==> config.mk <==
export PLATFORM = sky130hd
export DESIGN_NAME = fmu_issue_seq
export DESIGN_NICKNAME = d
export VERILOG_FILES = /design/src/rtl/fmu_pkg.sv /design/src/rtl/fmu_res_fifo.sv /design/src/rtl/fmu_issue_seq.sv
export SDC_FILE = /design/constraint.sdc
export NUM_CORES = 1
export LEC_CHECK = 0
export ABC_AREA = 1
export BUFFER_PORTS_ARGS = -buffer_cell sky130_fd_sc_hd__buf_2
export CAP_MARGIN = 20
export CORE_MARGIN = 2
export CORE_UTILIZATION = 25
export DETAILED_ROUTE_END_ITERATION = 16
export PLACE_DENSITY = 0.5
export SLEW_MARGIN = 20
export SYNTH_ARGS = -nofsm -noshare
export SYNTH_HDL_FRONTEND = slang
export SYNTH_SLANG_ARGS = --single-unit
==> constraint.sdc <==
create_clock -name clk -period 5.3 [get_ports clk]
set_input_delay 1.325 -clock clk [delete_from_list [all_inputs] [get_ports clk]]
set_output_delay 1.325 -clock clk [all_outputs]
set_load 0.01 [all_outputs]
==> src/rtl/fmu_pkg.sv <==
// Shared types and constants for the FMU issue sequencer and its result FIFO.
package fmu_pkg;

  localparam int FMU_DW  = 32;
  localparam int FMU_LAT = 4;

  typedef enum logic {
    ST_DRAIN,
    ST_RUN
  } state_t;

  // Ceiling log2, usable in constant expressions (port and parameter widths).
  function automatic int clog2(input int value);
    int r;
    int v;
    r = 0;
    v = value - 1;
    while (v > 0) begin
      r++;
      v = v >> 1;
    end
    return r;
  endfunction

endpackage

==> src/rtl/fmu_res_fifo.sv <==
// Synchronous result FIFO: DW x DEPTH, explicit occupancy count, pointers wrap mod DEPTH.
module fmu_res_fifo
  import fmu_pkg::*;
#(
  parameter int DW    = FMU_DW,
  parameter int DEPTH = 4
) (
  input  logic                   clk,
  input  logic                   rst,
  input  logic                   push,
  input  logic                   pop,
  input  logic [DW-1:0]          wdata,
  output logic [DW-1:0]          rdata,
  output logic                   full,
  output logic                   empty,
  output logic [clog2(DEPTH):0]  count
);

  localparam int AW = clog2(DEPTH);

  logic [DW-1:0] mem [DEPTH];
  logic [AW-1:0] wr_ptr;
  logic [AW-1:0] rd_ptr;
  logic          do_push;
  logic          do_pop;

  assign empty   = (count == '0);
  assign full    = (count == (AW+1)'(DEPTH));
  assign do_pop  = pop && !empty;
  // A full FIFO still accepts a push when the head leaves in the same cycle.
  assign do_push = push && (!full || do_pop);
  assign rdata   = mem[rd_ptr];

  // NOTE: the storage array has no reset; only pointers and count define validity,
  // which keeps the array as plain RAM without a reset fan-out.
  always_ff @(posedge clk) begin
    if (do_push) mem[wr_ptr] <= wdata;
  end

  // NOTE: sequential state always uses non-blocking assignments so every register
  // samples pre-edge values regardless of block ordering.
  always_ff @(posedge clk or posedge rst) begin
    if (rst) begin
      wr_ptr <= '0;
      rd_ptr <= '0;
      count  <= '0;
    end else begin
      if (do_push) wr_ptr <= wr_ptr + AW'(1);
      if (do_pop)  rd_ptr <= rd_ptr + AW'(1);
      unique case ({do_push, do_pop})
        2'b10:   count <= count + (AW+1)'(1);
        2'b01:   count <= count - (AW+1)'(1);
        default: count <= count;
      endcase
    end
  end

endmodule

==> src/rtl/fmu_issue_seq.sv <==
// Issue sequencer for the pipelined FMU: credit-gated operand issue, result capture into a
// FIFO, and a post-reset drain window that discards completions launched before reset.
module fmu_issue_seq
  import fmu_pkg::*;
#(
  parameter int DW        = FMU_DW,
  parameter int LAT       = FMU_LAT,
  parameter int RES_DEPTH = 4
) (
  input  logic                       clk,
  input  logic                       rst,
  input  logic                       in_valid,
  output logic                       in_ready,
  input  logic [DW-1:0]              in_a,
  input  logic [DW-1:0]              in_b,
  output logic                       fmu_start,
  output logic [DW-1:0]              fmu_a,
  output logic [DW-1:0]              fmu_b,
  input  logic                       fmu_done,
  input  logic [DW-1:0]              fmu_result,
  output logic                       out_valid,
  input  logic                       out_ready,
  output logic [DW-1:0]              out_result,
  output logic [clog2(RES_DEPTH):0]  inflight,
  output logic                       busy,
  output logic                       err
);

  localparam int CW  = clog2(RES_DEPTH) + 1;
  localparam int DCW = clog2(LAT + 2);

  state_t         state;
  logic [DCW-1:0] drain_cnt;
  logic [CW-1:0]  fifo_count;
  logic [CW-1:0]  credits;
  logic           fifo_full;
  logic           fifo_empty;
  logic           issue;
  logic           pop;
  logic           done_run;
  logic           done_bad;
  logic           done_ok;

  // Every issued op owns a FIFO slot until popped, so the FIFO can never overflow.
  assign credits   = CW'(RES_DEPTH) - inflight - fifo_count;
  assign in_ready  = (state == ST_RUN) && (credits != '0);
  assign issue     = in_valid && in_ready;
  assign out_valid = !fifo_empty;
  assign pop       = out_valid && out_ready;

  assign done_run  = fmu_done && (state == ST_RUN);
  assign done_bad  = done_run && ((inflight == '0) || (fifo_full && !pop));
  assign done_ok   = done_run && !done_bad;

  assign busy      = (inflight != '0) || !fifo_empty || (state == ST_DRAIN);

  always_ff @(posedge clk or posedge rst) begin
    if (rst) begin
      state     <= ST_DRAIN;
      drain_cnt <= DCW'(LAT + 1);
      fmu_start <= 1'b0;
      fmu_a     <= '0;
      fmu_b     <= '0;
      inflight  <= '0;
      err       <= 1'b0;
    end else begin
      fmu_start <= issue;
      if (issue) begin
        fmu_a <= in_a;
        fmu_b <= in_b;
      end

      // The FMU controller is not reset, so ops launched before rst may still
      // complete; DRAIN outlasts the pipeline latency and ignores those pulses.
      unique case (state)
        ST_DRAIN: begin
          if (drain_cnt != '0) drain_cnt <= drain_cnt - DCW'(1);
          if (drain_cnt <= DCW'(1)) state <= ST_RUN;
        end
        ST_RUN: state <= ST_RUN;
        default: state <= ST_DRAIN;
      endcase

      unique case ({issue, done_ok})
        2'b10:   inflight <= inflight + CW'(1);
        2'b01:   inflight <= inflight - CW'(1);
        default: inflight <= inflight;
      endcase

      if (done_bad) err <= 1'b1;
    end
  end

  fmu_res_fifo #(
    .DW    (DW),
    .DEPTH (RES_DEPTH)
  ) u_res_fifo (
    .clk   (clk),
    .rst   (rst),
    .push  (done_ok),
    .pop   (pop),
    .wdata (fmu_result),
    .rdata (out_result),
    .full  (fifo_full),
    .empty (fifo_empty),
    .count (fifo_count)
  );

endmodule

==> Flow_metrics.wiki <==
{| class="wikitable"
! Metric !! Value
|-
| Max IR drop VDD || 0.252 mV
|-
| Setup repair after global routing missed its margin || false
|-
| Post_cts resized || 0
|-
| Critical register-to-register path startpoint || u_res_fifo.count[1]$_DFFE_PP0P_
|-
| Quantity of I/O buffers inserted on ports || about 200
|-
| Maximum net fanout on the critical path || 65
|-
| Count of warnings emitted by yosys || 0
|-
| Height of the die || 187 um
|-
| Worst path setup slack after routing || 1650 ps
|-
| Area of the core region || 33,300 um^2
|-
| Area grow syn2layout || 27.6%
|-
| Maximum achievable frequency || ~270 MHz
|-
| Vias in the first global route || 6,240
|-
| Portion of the clock cycle consumed by the worst path in the final layout || between 60 and 70%
|-
| Proportion of power drawn by flip-flops and latches || 37.1%
|-
| Netlist Area Pre-Place || 8370 um^2
|-
| Final Util || 32.1%
|-
| Static power due to leakage || 4.58 nW
|-
| Number of different library cells in the post-synthesis netlist || 25
|-
| Count of hold buffers inserted by post-cts repair || 0
|-
| Adder-Cell Fraction of Synth Area || 2.27%
|-
| Number of fill cells in the layout || 3,436
|-
| Buffers inserted by post-CTS timing repair || 0
|-
| Type of origin of the critical path || flip-flop
|-
| Final Skew || 10.7 ps
|-
| Top-Level Pins || a little over 200
|-
| Part of the power in combinational logic || 37.2%
|-
| Buffer type at the clock tree root || clkbuf_16
|-
| Maximum number of pins on one net before global-route repair || 66
|-
| Via count || 5,978
|-
| Number of buffers on the longest clock path || 3
|-
| Share of synthesized area occupied by flip-flops and latches || between 60% and 70%
|-
| Relative max-transition margin || 30.4%
|-
| TritonCTS Sinks || 208
|-
| Leftover overflow at the end of global routing || 0
|-
| Wire length of the first global-routing pass || 35,300 um
|-
| Final setup viols || 0
|-
| Clock slew at the register clock pins of the worst setup and hold paths || 60 ps
|-
| Drt drc || 0
|-
| Clock tree from TritonCTS || yes
|-
| Later-pin clock latency in the skew report || 530 ps
|-
| Floorplan die area || 35,000 um^2
|-
| Routed wire length per instance || ~16 um
|-
| Max-cap check violation count || 0
|-
| Die Width || 187 um
|-
| Proportion of layout cells with a drive suffix above 1 || 29.0%
|-
| Final hold violation count || 0
|-
| Number of placement rows || 67
|-
| Mean instance size in the synthesized netlist || 11.8 um^2
|-
| Critical Setup Path Class || flip-flop to primary output
|-
| Sum of negative setup slack || 0 ps
|-
| Tot Pwr || 0.00657 W
|-
| H-tree lvl count || 1
|-
| Critical Path AT || 2320 ps
|-
| Remaining antenna violation count after routing || 0
|-
| Synth Area in XOR/XNOR || 0.837%
|-
| Cts bufs inserted || 26
|-
| Critical path origin || u_res_fifo.rd_ptr[0]$_DFFE_PP0P_
|-
| Kind of path behind the tightest hold check || flip-flop to flip-flop
|-
| Via-to-Cell Ratio || 4.36
|-
| Cell-internal power || 0.00410 W
|-
| Post-route minimum period || 3650 ps
|-
| Routed wire length || 22,500 um
|-
| Largest family of logic cells by synthesized area || simple AND/OR/NAND/NOR gates
|-
| Power per Cell Area || around 610 nW/um^2
|-
| Final count of pins violating max slew || 0
|-
| Synthesized-area fraction occupied by ao, oa, aoi and oai cells || 6.98%
|-
| Number of antenna violations at the first check in global routing || 5
|-
| Initial core utilization || around a quarter
|-
| Post-place setup slack || between 1500 and 2000 ps
|-
| Total number of nets in the final design || 1,021
|-
| Ant. Diodes || 0
|-
| Post-DP HPWL || about 14,000 um
|-
| Slew of the pin with the lowest slew margin || 1040 ps
|-
| Clk pwr share || 25.8%
|-
| Simple logic cell fraction of the synthesized area || 15.5%
|-
| Startpoint of the most critical hold path || fmu_b[6]$_DFFE_PP0P_
|-
| Required time worst endpoint || 3970 ps
|-
| Fraction of power spent switching nets || 37.6%
|-
| Mux share of post-synthesis cell area || 0%
|-
| RD Place Congestion || just over 0.7
|-
| Net switching power figure || 0.00247 W
|-
| Number of optimization iterations in the first detailed-route pass || 4
|-
| Cell count after synthesis || 712
|-
| Gr usage total || 12.7%
|-
| Synthesized netlist net count || 827
|-
| Outcome || complete, no violations
|-
| DR iter-0 viols || 232
|-
| Critical Path End Type || primary output
|-
| Flip-flop and latch count after synthesis || ~210
|}
-- routing by layer --
layer | track usage (%) | part of all wire [%]
met5 | 0 | 0.22
met4 | 3.02 | 2.0
met3 | 4.80 | 9.0
met2 | 21.1 | 47
met1 | 15.7 | 42
-- worst paths after layout --
| kind | cells after the start | end | slack, ps |
|---|---|---|---|
| max in group asynchronous | 3 | fmu_a[24]$_DFFE_PP0P_ | 3360 |
| setup / recovery | 4 | out_result[14] | 1650 |
| hold / removal | 2 | fmu_b[6]$_DFFE_PP0P_ | 460 |
| setup reg to reg | 14 | inflight[1]$_DFFE_PP0P_ | 2270 |
| hold reg to reg | 2 | fmu_b[6]$_DFFE_PP0P_ | 460 |
| min in group asynchronous | 2 | u_res_fifo.count[1]$_DFFE_PP0P_ | 930 |
-- cell type report --
type	instances	area [um^2]	share of cell area (%)
sequential	208	5850	54.8
multi-input combinational	426	2170	20.3
timing repair buffer	215	1180	11.0
clock buffer	36	708	6.63
tap	448	561	5.25
inverter	29	111	1.04
clock inverter	8	105	0.984
-- logic make-up after synthesis --
| group | after synthesis |
|---|---|
| AND/OR/NAND/NOR | 296 |
| flip-flops | 208 |
| AO/OA/AOI/OAI | 108 |
| buffers and inverters | 78 |
| adder cells (fa/ha/maj) | 14 |
| XOR/XNOR | 8 |
-- through the flow --
| step | instances | hold slack, ps | cell area, um^2 |
|---|---|---|---|
| after floorplan | 712 | 453 | 8370 |
| after global placement | 1322 | 450 | 9760 |
| after detailed placement | 1325 | 453 | 9840 |
| after CTS | 1369 | 466 | 10700 |
| after global routing | 1370 | 486 | 10700 |
| final | 1370 | 461 | 10700 |
-- layout by cell type, fill, tap and decap left out, types with 4 or more instances in the layout --
cell and instances:
dfrtp_1 76, buf_4 7, clkinv_2 6, clkbuf_1 8
nand4_1 64, inv_1 25, o22ai_1 32, ha_1 12
nand2_1 152, nor2_4 4, nor2_1 72, o21ai_0 72
edfxtp_1 128, buf_2 204, xor2_1 6, clkbuf_16 26
-- state kept, by name, indices dropped and copies added, names as in the netlist --
| register | count |
|---|---|
| fmu_start | 1 |
| state | 1 |
| u_res_fifo.wr_ptr | 2 |
| err | 1 |
| drain_cnt | 3 |
| inflight | 3 |
| u_res_fifo.rd_ptr | 2 |
| fmu_a | 32 |
| u_res_fifo.count | 3 |
| fmu_b | 32 |
| u_res_fifo.mem | 128 |
-- power by group through the flow --
stage | Clock [W] | Sequential [W] | Combinational (W)
after floorplan | 0 | 0.00257 | 0.00145
after global placement | 0 | 0.00246 | 0.00244
after detailed placement | 0 | 0.00245 | 0.00252
after CTS | 0.00175 | 0.00244 | 0.00251
after global routing | 0.00181 | 0.00249 | 0.00279
final | 0.00169 | 0.00243 | 0.00244
-- worst max-delay path, stage by stage, from the launching register on --
cell and delay, ps:
dfrtp_2 360, clkinv_2 630, o21ai_0 450, o22ai_1 140
buf_2 160
-- cells in the mapped netlist (all sizes together) --
library cell / instances / area share [%]
dfstp: 2 / 0.63
a21oi: 3 / 0.18
inv: 29 / 1.3
xor2: 6 / 0.63
o22ai: 32 / 2.4
nor2: 76 / 3.4
ha: 12 / 1.8
clkbuf: 16 / 0.72
dfrtp: 78 / 23
nand4: 65 / 4.9
a31o: 1 / 0.10
nand2: 152 / 6.8
fa: 2 / 0.48
nand3: 3 / 0.30
o21ai: 72 / 4.3
buf: 33 / 2.6
xnor2: 2 / 0.21
edfxtp: 128 / 46
Note: power is estimated with default switching activity, not from simulation.
